**config.mk**
```make
export PLATFORM = sky130hd
export DESIGN_NAME = rf_wb_arbiter
export DESIGN_NICKNAME = d
export VERILOG_FILES = /design/src/rtl/rf_pkg.sv /design/src/rtl/rr_arbiter.sv /design/src/rtl/rf_wb_arbiter.sv
export SDC_FILE = /design/constraint.sdc
export NUM_CORES = 1
export LEC_CHECK = 0
export BUFFER_PORTS_ARGS = -buffer_cell sky130_fd_sc_hd__buf_4
export CORE_MARGIN = 10
export CORE_UTILIZATION = 41
export CTS_CLUSTER_DIAMETER = 150
export CTS_CLUSTER_SIZE = 28
export DETAILED_ROUTE_END_ITERATION = 7
export PLACE_DENSITY = 0.76
export SLEW_MARGIN = 20
export SYNTH_ARGS = -nofsm -noshare
export SYNTH_HDL_FRONTEND = slang
export SYNTH_HIERARCHICAL = 1
export SYNTH_SLANG_ARGS = --single-unit
export TNS_END_PERCENT = 10
```
**constraint.sdc**
```tcl
create_clock -name clk -period 2.7 [get_ports clk]
set_input_delay 0.54 -clock clk [delete_from_list [all_inputs] [get_ports clk]]
set_output_delay 0.54 -clock clk [all_outputs]
set_load 0.01 [all_outputs]
```
**src/rtl/rf_pkg.sv**
```systemverilog
// Shared types and constants for the register-file writeback arbiter.
package rf_pkg;

  localparam int RF_N_REQ  = 3;
  localparam int RF_ADDR_W = 5;
  localparam int RF_DATA_W = 32;

  typedef logic [RF_ADDR_W-1:0] reg_addr_t;
  typedef logic [RF_DATA_W-1:0] reg_data_t;

  localparam reg_addr_t RF_ZERO_ADDR = '0;

endpackage

```
**src/rtl/rr_arbiter.sv**
```systemverilog
// Combinational one-hot arbiter: rotating search from ptr, or fixed
// priority (index 0 highest) when RF_WB_FIXED_PRIO_EN is defined.
module rr_arbiter
  import rf_pkg::*;
#(
  parameter int N     = RF_N_REQ,
  parameter int IDX_W = $clog2(N)
) (
  input  logic [N-1:0]     req,
`ifndef RF_WB_FIXED_PRIO_EN
  input  logic [IDX_W-1:0] ptr,
`endif
  output logic [N-1:0]     gnt,
  output logic [IDX_W-1:0] gnt_idx
);

  logic [IDX_W-1:0] sel;
  int               idx;

  // Walk candidates from lowest to highest priority so the
  // highest-priority valid request is the last one written.
  always_comb begin
    gnt     = '0;
    gnt_idx = '0;
    sel     = '0;
    idx     = 0;
    for (int k = N - 1; k >= 0; k--) begin
`ifdef RF_WB_FIXED_PRIO_EN
      idx = k;
`else
      idx = (int'(ptr) + k) % N;
`endif
      sel = IDX_W'(idx);
      if (req[sel]) begin
        gnt      = '0;
        gnt[sel] = 1'b1;
        gnt_idx  = sel;
      end
    end
  end

endmodule

```
**src/rtl/rf_wb_arbiter.sv**
```systemverilog
// Register-file write-port arbiter with a registered output stage.
// Define RF_WB_FIXED_PRIO_EN for fixed priority instead of round-robin.
module rf_wb_arbiter
  import rf_pkg::*;
#(
  parameter int N_REQ  = RF_N_REQ,
  parameter int ADDR_W = RF_ADDR_W,
  parameter int DATA_W = RF_DATA_W
) (
  input  logic                          clk,
  input  logic                          rst,
  input  logic [N_REQ-1:0]              req_valid,
  output logic [N_REQ-1:0]              req_ready,
  input  logic [N_REQ-1:0][ADDR_W-1:0]  req_addr,
  input  logic [N_REQ-1:0][DATA_W-1:0]  req_data,
  output logic                          rf_wenable,
  output logic [ADDR_W-1:0]             rf_waddr,
  output logic [DATA_W-1:0]             rf_wdata,
  output logic [$clog2(N_REQ)-1:0]      grant_id,
  output logic [15:0]                   stall_cnt
);

  localparam int IDX_W = $clog2(N_REQ);

  logic [N_REQ-1:0] gnt;
  logic [IDX_W-1:0] gnt_idx;
  logic             accept;
  logic             stalled;

`ifndef RF_WB_FIXED_PRIO_EN
  logic [IDX_W-1:0] ptr;
`endif

  rr_arbiter #(
    .N     (N_REQ),
    .IDX_W (IDX_W)
  ) u_arb (
    .req     (req_valid),
`ifndef RF_WB_FIXED_PRIO_EN
    .ptr     (ptr),
`endif
    .gnt     (gnt),
    .gnt_idx (gnt_idx)
  );

  assign req_ready = rst ? '0 : gnt;
  assign accept    = |req_ready;
  assign stalled   = |(req_valid & ~req_ready);

`ifndef RF_WB_FIXED_PRIO_EN
  always_ff @(posedge clk) begin
    if (rst) begin
      ptr <= '0;
    end else if (accept) begin
      ptr <= (gnt_idx == IDX_W'(N_REQ - 1)) ? '0 : gnt_idx + 1'b1;
    end
  end
`endif

  // Writes to x0 are still accepted; only the enable is suppressed.
  always_ff @(posedge clk) begin
    if (rst) begin
      rf_wenable <= 1'b0;
      rf_waddr   <= '0;
      rf_wdata   <= '0;
      grant_id   <= '0;
    end else begin
      rf_wenable <= accept &&
                    (req_addr[gnt_idx] != ADDR_W'(RF_ZERO_ADDR));
      if (accept) begin
        rf_waddr <= req_addr[gnt_idx];
        rf_wdata <= req_data[gnt_idx];
        grant_id <= gnt_idx;
      end
    end
  end

  always_ff @(posedge clk) begin
    if (rst) begin
      stall_cnt <= '0;
    end else if (stalled && stall_cnt != 16'hFFFF) begin
      stall_cnt <= stall_cnt + 16'd1;
    end
  end

endmodule
```
Word-level counts from Yosys, hierarchy flattened:

Cells that the tools add are included.

* $add $sub $neg: 4
* div/mod/pow operators: 3
* magnitude comparators: 7
* equality and inequality tests: 2
* mux-type cells: 24
* bitwise operators: 2
* reduce and logical (&&, ||, !) cells: 8

Operator list (number)
* $bmux 32 s2: 1
* $mod 32x3->32 const B: 2
* $mod 3x3->32 const B: 1
* $mux 32: 1
* $add 16x1->16 const B: 1
* $ne 16x16->1 const B: 1
* $lt 2x3->1 const B: 4
* $mux 3: 4
* $bmux 5 s2: 1
* $mux 2: 4
* $bmux 1 s2: 3
* $demux 1 s2: 3
* $ge 2x1->1 const B: 3
* $mux 1: 6
* $reduce_or 3->1: 2
* $logic_and 1x1->1: 5
* $mux 5: 1
* $reduce_bool 5->1: 1
* $add 2x1->3 const B: 1
* $add 2x2->3 const B: 1
* $and 3x3->3: 1
* $not 3->3: 1
* $add 2x1->2 const B: 1
* $eq 2x2->1 const B: 1

* register bits: 58
* input bits: 116
* output and inout port bits: 59
* logic and storage cells: 56

Longest topological paths before layout:

* depth in word-level cells: 14
* mapped depth: 14
* gate-level depth less buffers: 11

Hierarchy:

Netlist, hierarchy kept.

By module, submodules not included
* rf_wb_arbiter: instances 1, cells an instance 372, area an instance 3012.9 um^2, sequential area each 1161.1 um^2
* rr_arbiter: instances 1, cells an instance 50, area an instance 356.6 um^2, sequential area each 0.0 um^2

Worst setup path before layout:

OpenSTA, ideal clock, no wires.

* kind: register -> register
* start point: reg ptr[0]
* end point: reg rf_wdata[23]
* setup time: 0.132 ns
* data arrival time: 2.567 ns
* required time: 2.568 ns
* setup slack: 0.001 ns
* cell stages (with the launch flop): 14
* buffers on the path: 4
* period minus slack after synthesis: 2.699 ns
* cells stage by stage: dfxtp_1 > inv_1 > ha_1 > buf_6 > mux2i_2 > o221ai_1 > o2bb2ai_1 > buf_2 > buf_2 > buf_2 > mux2i_1 > nor2_1 > a211oi_1 > nor3_1

* elaborated cells between the ends (all ways): 36
* those cells by class: add/sub: 2; div: 3; order compare: 6; mux: 21; reduce/logical: 4

RTL lines
* from (decl): RTL line rf_wb_arbiter.sv:31 `logic [IDX_W-1:0] ptr;`
* from (signal assigned): RTL line rf_wb_arbiter.sv:55 `ptr <= (gnt_idx == IDX_W'(N_REQ - 1)) ? '0 : gnt_idx + 1'b1;`
* $add 2x2->3: RTL line rr_arbiter.sv:31 `idx = (int'(ptr) + k) % N;`
* $mod 32x3->32: RTL line rr_arbiter.sv:31
* $bmux 1 s2: RTL line rr_arbiter.sv:34 `if (req[sel]) begin`
* $mux 1 (not written as such): RTL line rr_arbiter.sv:34
* $mux 2 (2 in a row): RTL line rr_arbiter.sv:34
* $mux 2 *: RTL line rr_arbiter.sv:34
* net gnt_idx[0]: RTL line rf_wb_arbiter.sv:26 `logic [IDX_W-1:0] gnt_idx;`
* $bmux 32 s2 *: RTL line rf_wb_arbiter.sv:72 `rf_wdata <= req_data[gnt_idx];`
* $mux 32 (not written as such) *: RTL line rf_wb_arbiter.sv:72
* to (signal assigned): RTL line rf_wb_arbiter.sv:72
* to (decl): RTL line rf_wb_arbiter.sv:18 `output logic [DATA_W-1:0] rf_wdata,`

Mark *: on every way through the listed nets, which the timed path passes. The rest lies on a longest branch. The select of a mux whose other input is x is not followed.
A chain may end at the register's enable or synchronous reset.

Worst setup path after layout:

* start point: reg ptr[0]
* end point: out req_ready[2]

* longest elaborated chain between the ends: 10
* elaborated cells between the ends (all ways): 30
* those cells by class: add/sub: 2; div: 3; order compare: 6; mux: 16; reduce/logical: 3

RTL lines
* $add 2x2->3: RTL line rr_arbiter.sv:31
* $mod 32x3->32: RTL line rr_arbiter.sv:31
* $lt 2x3->1 (not written as such) / $ge 2x1->1 (equally long branches): RTL line rr_arbiter.sv:36 `gnt[sel] = 1'b1;`
* $logic_and 1x1->1 (not written as such): RTL line rr_arbiter.sv:36
* $mux 1 (not written as such): RTL line rr_arbiter.sv:36
* $demux 1 s2
* $mux 3 (2 in a row): RTL line rr_arbiter.sv:34
* $mux 3 *: RTL line rr_arbiter.sv:34
* net gnt[2]: RTL line rf_wb_arbiter.sv:25 `logic [N_REQ-1:0] gnt;`
* $mux 3 *: RTL line rf_wb_arbiter.sv:46 `assign req_ready = rst ? '0 : gnt;`
* to (decl): RTL line rf_wb_arbiter.sv:13 `output logic [N_REQ-1:0] req_ready,`

Marked as above.

==> run_results.csv <==
group,metric,value,unit
yosys,syn_area,0.00337,sq mm
placement,pre_cts_slack,-0.0555,ns
floorplanning,core,0.00809,sq mm
detailed_routing,drt_first_pass_iters,7,
yosys,synthSimpleGateAreaFrac,26.9,%
finish,n_antenna_cell,0,
yosys,muxShareOfSynthArea,12.4,%
yosys,yosys.area.top_type,"dfxtp_1",
clock_network,cts_sinks,58,
sta,slew_viol_final,0,
sta,tns,0,ns
floorplanning,start_util,41.6,%
yosys,synth_top_family_by_area,"simple AND/OR/NAND/NOR gates",
yosys,netlist_instances,422,
yosys,synthXorXnorAreaFrac,2.60,%
flow_run,cap_violations,0,
clock_network,cts_max_level,3,
sta,slew-limit-headroom,60.6,%
finish,drive_gt1_share,39.9,%
power,finalPower,5120,uW
setup_path,worstSetupEndpoint,"req_ready[2]",
run_status,status,"completed",
yosys,syn_nets,543,
worst_hold_path,min_path_type,"reg2reg",
detailed_routing,drc,0,
sta,worst_pin_slew,0.591,ns
sta,post-route-worst-setup-slack,0.0607,ns
yosys,seq_area_frac_synth,34.5,%
grt,grt_pass1_vias,3665,
setup_path,cp-start-kind,"register",
sta,hold_viol,0,
grt,grt.overflow.total,0,
floorplanning,row_count,33,
sta,period_minus_slack,2.64,ns
detailed_routing,vias,3760,
floorplanning,die-area,0.0122,sq mm
yosys,synth_cell_types,49,
placement,portBuffers,174,
finish,final_cell_area,0.00524,sq mm
floorplanning,die_w,111,um
clock_network,root_buffer,"clkbuf_8",
detailed_routing,wl_per_cell,17.8,um
yosys,synth_compound_area_share,15.9,%
floorplanning,num_io_pins,175,
grt,grt_pass1_wl,19000,um
placement,place.gp.congestion,0.889,
detailed_routing,wl,12500,um
yosys,yosys-top-cells-area,"dfxtp_1, mux2i_1, nor2_1",
setup_path,rr_startpoint,"ptr[0]$_SDFFE_PP0P_",
floorplanning,fp.dieH,111,um
setup_path,worstSetupPathType,"reg2out",
clock_network,path_clk_slew,0.07,ns
yosys,synthAdderAreaFrac,1.86,%
grt,grt_usage,18.3,%
power,leakagePower,0.00228,uW
grt,grt_max_degree,56,
detailed_routing,first_iter_violations,163,
clock_network,clock_path_buffers,2,
setup_path,cp_max_fo,9,
setup_path,worstRegToRegCells,11,
setup_path,required,2.16,ns
finish,area_growth_syn_to_layout,55.6,%
placement,postPlaceCellArea,0.00484,sq mm
finish,nets,713,
yosys,yosysTopAreaCellShare,34.5,%
sta,setup_viol,0,
yosys,ys_seq_elements,58,
clock_network,clk_latency,0.32,ns
sta,clock.fmax,379,MHz
power,ir_drop,0.441,mV
placement,dp_hpwl,9520,um
detailed_routing,viasPerCell,5.36,
yosys,synth_warnings,6,
clock_network,tritoncts.num_buffers,9,
setup_path,critPathLaunch,"ptr[0]$_SDFFE_PP0P_",
detailed_routing,postRouteAntennaNets,0,
yosys,synth_edf_count,0,
clock_network,cts_tree,"yes",
setup_path,worstPathArrival,2.10,ns
setup_path,critPathCaptureType,"output port",
sta,period_share,97.8,%
setup_path,reg2reg_setup_slack,0.09,ns
grt,antenna_found_initial,0,
yosys,async_reset_ff_share,0,%
sta,skew,0.00927,ns
yosys,syn_area_per_cell,7.98,sq um
clock_network,cts_hold_buf,0,
setup_path,r2r-end,"stall_cnt[15]$_SDFFE_PP0P_",
power,power_density,977,mW/mm^2
yosys,synth_flop_cell,"dfxtp_1",
## sequential cells by signal, indices dropped and copies added, names as in the netlist
name        count
rf_wdata       32
stall_cnt      16
rf_waddr        5
grant_id        2
ptr             2
rf_wenable      1
## worst min-delay path by stage
stage                             startpoint                         to  slack, ns  depth (start not counted)
floorplan                ptr[1]$_SDFFE_PP0P_        ptr[1]$_SDFFE_PP0P_       0.46                          2
global placement    grant_id[0]$_SDFFE_PP0P_   grant_id[0]$_SDFFE_PP0P_       0.44                          2
detailed placement  grant_id[0]$_SDFFE_PP0P_   grant_id[0]$_SDFFE_PP0P_       0.45                          2
CTS                                      rst  stall_cnt[5]$_SDFFE_PP0P_       0.45                          2
global route        grant_id[0]$_SDFFE_PP0P_   grant_id[0]$_SDFFE_PP0P_       0.49                          2
finish              grant_id[0]$_SDFFE_PP0P_   grant_id[0]$_SDFFE_PP0P_       0.46                          2
## layer usage
metal | track usage [%] | wire, um | vias up
met1 | 20.9 | 5040 | 1738
li1 | - | - | 1845
met2 | 29.8 | 6030 | 165
met3 | 8.17 | 1250 | 12
met5 | 0 | 0 | -
met4 | 6.34 | 197 | 0
## report_power, final
group | internal [uW] | leakage (uW) | switching (uW)
Clock | 571 | 0.000117 | 347
Combinational | 1350 | 0.00168 | 1580
Sequential | 1110 | 0.000478 | 156
Total | 3040 | 0.00228 | 2080
## worst max-delay path, cell delays in order, from the launching register on
cell and delay, ns:
dfxtp_1 0.32, inv_1 0.07, ha_4 0.34, nor2b_1 0.20, nor2b_1 0.18, o21ai_0 0.13, a21oi_2 0.20, nor2b_4 0.20
buf_4 0.14
## layout by cell type, fill, tap and decap left out, types with 5 or more instances in the layout
cell / n
mux2i_1: 39
o21ai_0: 5
dfxtp_1: 57
clkbuf_8: 11
nor3_1: 38
a21oi_1: 12
buf_4: 186
xnor2_1: 10
nor2_1: 97
a211oi_1: 36
nand2_1: 17
## cell type report
cell class / instances / area, sq um
Clock buffer: 12 / 155
Clock inverter: 4 / 73.8
Fill cell: 689 / 2850
Inverter: 5 / 21.3
Multi-Input combinational cell: 324 / 2160
Sequential cell: 58 / 1160
Tap cell: 105 / 131
Timing Repair Buffer: 194 / 1540
## synthesized netlist by cell type (2+ instances only)
cell	count
nor2_1	97
dfxtp_1	58
mux2i_1	39
nor3_1	39
a211oi_1	37
clkbuf_1	17
nand2_1	17
a21oi_1	16
buf_2	12
xnor2_1	10
nor2b_1	9
ha_1	5
nor4_1	5
o21ai_0	5
buf_6	4
inv_1	4
nand4_1	4
nand3_1	3
nor3b_1	3
a31oi_1	2
and2_1	2
and3_1	2
and4_1	2
buf_1	2
nand3b_1	2
nor4_2	2
o22ai_1	2
## what timing repair did
action,in CTS,in global routing
buffers inserted,0,1
pin swaps,0,2
gates resized for setup,8,19
cloned,0,1
setup endpoints to repair,34,53
## through the flow
stage	instances	hold WS (ns)	utilization, %
4_1_cts	700	0.450	63.1
6_report	702	0.462	64.8
5_1_grt	702	0.485	64.8
3_5_place_dp	684	0.449	59.8
2_1_floorplan	422	0.465	-
3_3_place_gp	684	0.443	59.8
## kinds of logic (layout without fill, tap and decap cells)
family / count (synthesis) / count (layout)
AO/OA/AOI/OAI: 75 / 75
XOR/XNOR: 10 / 10
adder cells (fa/ha/maj): 5 / 5
buffers and inverters: 40 / 215
flip-flops: 58 / 58
multiplexers: 41 / 41
AND/OR/NAND/NOR: 193 / 193
(Power assumes the default switching activity.)
